===== src/rtl/riscv_mem_arbiter.sv =====
// riscv_mem_arbiter
// Shares one data-memory/IO bridge between instruction fetch and load/store.
// At most one access is granted per cycle. Data wins by default. Fetch wins
// once it has been denied STARVE_MAX cycles in a row. In-flight reads are
// tracked by a fixed-latency tag pipeline, so returning data is routed to
// the requester that issued the read. Nothing is granted until the UART
// programmer reports completion.
//
// Ports:
//   clk, rst                      clock, async active-high reset
//   upg_done_i                    programming finished (0 blocks all grants)
//   if_req/if_addr                fetch request (read only)
//   if_gnt/if_rvalid/if_rdata     fetch grant and read return
//   d_req/d_we/d_size/d_addr/d_wdata  load/store request
//   d_gnt/d_err/d_rvalid/d_rdata  data grant, misalign error, load return
//   mem_addr/mem_we/mem_size/mem_wdata  muxed access to the bridge
//   mem_rdata                     bridge read data, MEM_LAT cycles after address
module riscv_mem_arbiter #(
  parameter int MEM_LAT    = 1,
  parameter int STARVE_MAX = 4
) (
  input  logic        clk,
  input  logic        rst,
  input  logic        upg_done_i,
  input  logic        if_req,
  input  logic [31:0] if_addr,
  output logic        if_gnt,
  output logic        if_rvalid,
  output logic [31:0] if_rdata,
  input  logic        d_req,
  input  logic        d_we,
  input  logic [1:0]  d_size,
  input  logic [31:0] d_addr,
  input  logic [31:0] d_wdata,
  output logic        d_gnt,
  output logic        d_err,
  output logic        d_rvalid,
  output logic [31:0] d_rdata,
  output logic [31:0] mem_addr,
  output logic        mem_we,
  output logic [1:0]  mem_size,
  output logic [31:0] mem_wdata,
  input  logic [31:0] mem_rdata
);

  localparam logic [3:0] STARVE_LIM = 4'(STARVE_MAX);

  logic [3:0]         starve_cnt;
  logic               fetch_win;
  logic               data_win;
  logic               d_misalign;
  logic               rd_issue;
  // Tag stage i: valid read in flight, owner 0 = fetch, 1 = data.
  logic [MEM_LAT-1:0] tag_v;
  logic [MEM_LAT-1:0] tag_own;

  always_comb begin
    case (d_size)
      2'b00:   d_misalign = 1'b0;
      2'b01:   d_misalign = d_addr[0];
      default: d_misalign = |d_addr[1:0];  // 11 behaves as word
    endcase
  end

  assign fetch_win = upg_done_i & if_req & (~d_req | (starve_cnt == STARVE_LIM));
  assign data_win  = upg_done_i & d_req & ~fetch_win;

  assign if_gnt = fetch_win;
  assign d_gnt  = data_win;
  assign d_err  = data_win & d_misalign;

  // Misaligned loads are still granted but must not produce a return.
  assign rd_issue = fetch_win | (data_win & ~d_we & ~d_misalign);

  always_comb begin
    mem_addr  = 32'h0;
    mem_we    = 1'b0;
    mem_size  = 2'b10;
    mem_wdata = 32'h0;
    if (fetch_win) begin
      mem_addr = if_addr;
    end else if (data_win) begin
      mem_addr  = d_addr;
      mem_we    = d_we & ~d_misalign;
      mem_size  = d_size;
      mem_wdata = d_wdata;
    end
  end

  always_ff @(posedge clk or posedge rst) begin
    if (rst) begin
      starve_cnt <= 4'd0;
    end else if (!if_req || fetch_win) begin
      starve_cnt <= 4'd0;
    end else if (starve_cnt != STARVE_LIM) begin
      starve_cnt <= starve_cnt + 4'd1;
    end
  end

  always_ff @(posedge clk or posedge rst) begin
    if (rst) begin
      tag_v   <= '0;
      tag_own <= '0;
    end else begin
      tag_v[0]   <= rd_issue;
      tag_own[0] <= data_win;
      for (int i = 1; i < MEM_LAT; i++) begin
        tag_v[i]   <= tag_v[i-1];
        tag_own[i] <= tag_own[i-1];
      end
    end
  end

  assign if_rvalid = tag_v[MEM_LAT-1] & ~tag_own[MEM_LAT-1];
  assign d_rvalid  = tag_v[MEM_LAT-1] &  tag_own[MEM_LAT-1];
  assign if_rdata  = if_rvalid ? mem_rdata : 32'h0;
  assign d_rdata   = d_rvalid  ? mem_rdata : 32'h0;

endmodule

===== config.mk =====
export PLATFORM = sky130hd
export DESIGN_NAME = riscv_mem_arbiter
export DESIGN_NICKNAME = d
export VERILOG_FILES = /design/src/rtl/riscv_mem_arbiter.sv
export SDC_FILE = /design/constraint.sdc
export NUM_CORES = 1
export LEC_CHECK = 0
export CAP_MARGIN = 20
export CORE_AREA = 2 2 106 108
export CTS_CLUSTER_DIAMETER = 40
export DETAILED_ROUTE_END_ITERATION = 10
export DIE_AREA = 0 0 108 110
export HOLD_SLACK_MARGIN = 0.06
export SYNTH_ARGS = -nofsm -noshare
export SYNTH_HDL_FRONTEND = slang
export SYNTH_SLANG_ARGS = --single-unit

===== constraint.sdc =====
create_clock -name clk -period 5.7 [get_ports clk]
set_clock_uncertainty 0.2 [all_clocks]
set_input_delay 1.71 -clock clk [delete_from_list [all_inputs] [get_ports clk]]
set_output_delay 1.71 -clock clk [all_outputs]
set_load 0.02 [all_outputs]

### After elaboration in Yosys (flattened, before gate mapping)

Cells that the tools add are included.

| cells by class | value |
|---|---|
| add/subtract/negate cells | 1 |
| equality and inequality tests | 3 |
| muxes and demuxes | 13 |
| bitwise logic cells | 17 |
| reduce and logical (&&, ||, !) cells | 5 |

Operator list:

| operator | number |
|---|---|
| 2-to-1 mux 32 bit | 6 |
| AND 1 bit | 10 |
| 2-to-1 mux 4 bit | 2 |
| inverter 1 bit | 5 |
| adder 4 x 1 -> 4 bit, second input constant | 1 |
| equality test 4 x 3 -> 1 bit, second input constant | 1 |
| 2-to-1 mux 2 bit | 2 |
| != test 4 x 3 -> 1 bit, second input constant | 1 |
| equality test 2 x 1 -> 1 bit, second input constant | 1 |
| logical NOT 2 bit | 1 |
| 2-to-1 mux 1 bit | 2 |
| OR 1 bit | 2 |
| case mux 1 bit (2 select lines) | 1 |
| nonzero test 2 bit | 1 |
| OR reduction 2 bit | 1 |
| logical NOT 1 bit | 1 |
| logical OR 1 bit | 1 |

| storage, ports and cells | value |
|---|---|
| bits in registers | 6 |
| input port bits | 136 |
| output and inout bits | 136 |
| logic and storage cells | 42 |

### Longest topological paths before layout

| logic depth | value |
|---|---|
| depth in word-level cells | 8 |
| depth in mapped cells | 8 |

### Worst setup path before layout

Ideal clock, no wire load.

| timing | value |
|---|---|
| path type | input -> output |
| start point | input upg_done_i |
| end point | output mem_addr[23] |
| arrival | 2508 ps |
| required time | 3790 ps |
| slack | 1282 ps |
| stages | 4 |
| buffers on the path | 1 |
| path through | nand2_1 -> a21oi_2 -> buf_2 -> a22o_1 |

| between the ends | value |
|---|---|
| longest elaborated chain between the ends | 6 |
| elaborated cells on any way between the ends | 7 |
| classes of those cells | mux (2); bitwise (5) |

RTL lines:

| what | line | text |
|---|---|---|
| from (decl) | 24 | `input logic upg_done_i,` |
| AND 1 bit (*) (2 in a row) | 65 | `assign fetch_win = upg_done_i & if_req & (~d_req \| (starve_cnt == STARVE_LIM));` |
| via if_gnt | 27 | `output logic if_gnt,` |
| inverter 1 bit | 66 | `assign data_win = upg_done_i & d_req & ~fetch_win;` |
| AND 1 bit | 66 |  |
| 2-to-1 mux 32 bit | 82 | `end else if (data_win) begin` |
| 2-to-1 mux 32 bit (*) | 80 | `if (fetch_win) begin` |
| to (decl) | 39 | `output logic [31:0] mem_addr,` |

Mark *: on every way through the listed nets, which the timed path passes. The rest lies on a longest branch.

### Worst setup path in the final report

| timing | value |
|---|---|
| start point | input if_req |
| end point | output mem_addr[10] |

| between the ends | value |
|---|---|
| longest elaborated chain between the ends | 6 |

RTL lines:

| what | line | text |
|---|---|---|
| from (decl) | 25 | `input logic if_req,` |
| AND 1 bit (*) (2 in a row) | 65 |  |
| inverter 1 bit | 66 |  |
| AND 1 bit | 66 |  |
| 2-to-1 mux 32 bit | 82 |  |
| 2-to-1 mux 32 bit (*) | 80 |  |

Mark *: on every way between the ends. The rest lies on a longest branch, timed or not.

==> metrics.md <==
| Metric | Value |
|---|---|
| CTS buffer count | `3` |
| Reg2Reg Depth | `5` |
| Arrival @ worst endpoint | `3590 ps` |
| Die H | `110 um` |
| Max Cap Violations | `0` |
| CTS clk-pin slew, worst paths | `30 ps` |
| Worst R2R Start | `starve_cnt[0]$_DFFE_PP0P_` |
| Async S/R FF share, synth | `100.0%` |
| CP bufs+invs | `3` |
| Worst Setup SP | `if_req` |
| Post-route minimum period | `5499 ps` |
| Part of the cycle the worst path needs | `96.47%` |
| Worst hold path startpoint | `starve_cnt[0]$_DFFE_PP0P_` |
| Sw frac | `34.43%` |
| H-tree depth | `1` |
| Initial antenna violation count | `2` |
| Max-slew headroom | `43.04%` |
| Synth top area cells | `and2_1, a22o_1, and3_1` |
| Largest net degree at the start of global routing | `43` |
| Post-synthesis cell type count | `24` |
| Crit path max-delay family | `buffers and inverters` |
| Clk sinks | `6` |
| Final setup viols | `0` |
| EDFF count, synth | `0` |
| GRT Total Usage | `13.08%` |
| FF-to-FF End | `starve_cnt[1]$_DFFE_PP0P_` |
| Post-synth top area cell | `and2_1` |
| CP endpoint kind | `primary output` |
| Final hold vios | `0` |
| Chip Width | `108 um` |
| Post-DRT Antenna Nets | `0` |
| Worst hold path type | `register to register` |
| Maximum VDD drop | `0.00006114 V` |
| Critical path's most frequent cell | `clkdlybuf4s50_1` |
| CTS max path bufs | `2` |
| Area Growth Syn to Fin | `209.8%` |
| Design Power | `0.4014 mW` |
| CP Data Required Time | `3790 ps` |
| Buffers inserted by post-CTS timing repair | `0` |
| CP max stage delay | `610 ps` |
| Slowest-stage cell, CP | `clkdlybuf4s50_1` |
| Int Power | `0.2632 mW` |
| Leakage | `1.770 nW` |
| R2R setup slack | `3840 ps` |
| Site row count | `38` |
| CP Max Fanout | `34` |
| Vias post-DR | `2425` |
| Mean area per synthesized cell | `7.301 um2` |
| Pins over their slew limit | `0` |
| Initial drt markers | `101` |
| Worst Setup EP | `mem_addr[10]` |
| CTS tree | `built` |
| Worst slew pin tran | `854.5 ps` |
| Worst Setup Start Kind | `primary input` |
| Critical path depth | `6` |
| TritonRoute pass-1 iters | `3` |
| DIE AREA | `11880 um2` |
| Avg Vias per Cell | `4.124` |
| YS warnings | `0` |
| Fin util | `39.74%` |
| WL per Instance | `15.03 um` |
| Clock Power Share | `16.2%` |
| RePlAce Congestion | `0.7468` |
| Setup Crit Path Kind | `primary input to primary output` |
| RSZ-0062 raised after global routing | `no` |
| PwrDens | `94.40 nW/um2` |
| Seq/Total Area, Yosys | `10.94%` |
| Number of buffers inserted by hold repair at cts | `0` |
| Cell count after synthesis | `188` |
| Nets | `587` |
| Gate power share | `70.5%` |
| Layout cell share with drive strength beyond 1 | `3.356%` |
| Syn_nets | `326` |
| Seq pwr share | `13.3%` |
| Psw | `0.1382 mW` |
| FMAX | `0.1819 GHz` |
| # IOs | `272` |
| Status | `completed` |
| Post-synthesis register bit count | `6` |
| Std-Cell Core Area | `10700 um2` |
| Post-CTS sizing | `0` |
| CTS root buffer | `clkbuf_8` |
| Clock Latency Late Sink | `230 ps` |
| Post-Synthesis Cell Area | `1373 um2` |
| Drc violations | `0` |
| Vias in the first global route | `2343` |
| Main flop type after synthesis | `dfrtp_1` |
| HPWL Detailed | `7.647 mm` |
| Yosys top cell area share | `30.08%` |
| Initial core utilization | `12.83%` |
| Remaining Overflow, GRT | `0` |
| CP cell instances | `clkdlybuf4s50_1, nand2_1, a21oi_2, buf_12, a22o_1, clkdlybuf4s50_1` |
| Global-route wire length before repair | `12.01 mm` |
| PortBufs | `271` |
| Detailed Route WL | `8.839 mm` |
| Setup_tns | `0 ps` |
| Hold Path Depth | `2` |
per-layer routing:
| layer | share of wire [%] | global-route usage [%] | vias to the layer above |
|---|---|---|---|
| li1 | - | - | 1180 |
| met1 | 33 | 12.34 | 1067 |
| met2 | 52 | 25.74 | 167 |
| met3 | 13 | 5.409 | 9 |
| met4 | 1.1 | 3.846 | 2 |
| met5 | 0.18 | 0 | - |
worst min-delay path by stage:
stage	endpoint	slack (ps)
final	starve_cnt[0]$_DFFE_PP0P_	500
after CTS	starve_cnt[0]$_DFFE_PP0P_	500
after floorplan	starve_cnt[3]$_DFFE_PP0P_	440
after global placement	starve_cnt[3]$_DFFE_PP0P_	480
after detailed placement	starve_cnt[0]$_DFFE_PP0P_	490
after global routing	starve_cnt[3]$_DFFE_PP0P_	530
registers in the layout (all words and copies together) (netlist names):
signal	cells
starve_cnt	4
tag_own	1
tag_v	1
cell usage after synthesis, types with 2 or more instances:
cell	number
ha_1	2
xnor2_1	2
buf_6	3
and2_1	66
buf_2	6
nor2_1	2
mux2_2	2
a21o_1	2
and3_1	37
a22o_1	32
dfrtp_1	6
clkbuf_2	2
o21ai_0	2
nand2_1	3
inv_1	4
clkbuf_1	9
through the flow:
step	hold slack (ps)	std cells	area, um2	setup WS, ps
after floorplan	443.8	188	1373	1282
after detailed placement	490.0	584	4208	195.6
after CTS	495.4	587	4249	182.3
final	496.0	588	4252	201.1
after global routing	526.4	587	4249	74.30
after global placement	477.9	584	4208	201.0
layout make-up:
type                    instances  area [um2]
clock buffers                   3       41.29
multi-input cells             158        1100
repair buffers                276        2768
inverters                       4       15.01
well taps                     140       175.2
fillers                      1091        6446
flip-flops and latches          6       150.1
diodes                          1       2.502
power by group through the flow:
stage | registers, mW | logic, mW | clock network, mW
after floorplan | 0.0484 | 0.108 | 0
after global placement | 0.0542 | 0.283 | 0
after detailed placement | 0.0542 | 0.285 | 0
after CTS | 0.0539 | 0.287 | 0.0672
after global routing | 0.0550 | 0.300 | 0.0716
final | 0.0536 | 0.283 | 0.0650
cells by family after synthesis:
logic type	count (synthesis)	synth area share (%)
xor gates and xnor gates	2	1.276
AOI/OAI and AO/OA	39	24.61
buffers and inverters	24	8.933
muxes	2	1.641
and+or+nand+nor	113	50.78
DFF	6	10.94
adders and majority gates	2	1.823
worst reg2reg max path, delay by kind of cell, from the launching register on:
family / cells / cell delay, ps
and+or+nand+nor: 2 / 510
adders and majority gates: 1 / 180
buffers and inverters: 1 / 80
DFF: 1 / 410
muxes: 1 / 380
cell usage in the layout, fill, tap and decap left out, drive strengths merged:
| cell | n |
|---|---|
| a211oi | 1 |
| clkdlybuf4s50 | 268 |
| clkbuf | 3 |
| diode | 1 |
| nor2 | 2 |
| buf | 8 |
| dfrtp | 6 |
| and2 | 66 |
| and3b | 1 |
| a21oi | 2 |
| and3 | 37 |
| o21ai | 2 |
| ha | 2 |
| a21o | 2 |
| a22o | 32 |
| nor2b | 1 |
| mux2 | 2 |
| nand2b | 1 |
| xnor2 | 2 |
| nand3b | 1 |
| inv | 4 |
| nand2 | 3 |
| nand3 | 1 |
No activity file was read; power rests on OpenSTA's default activity.
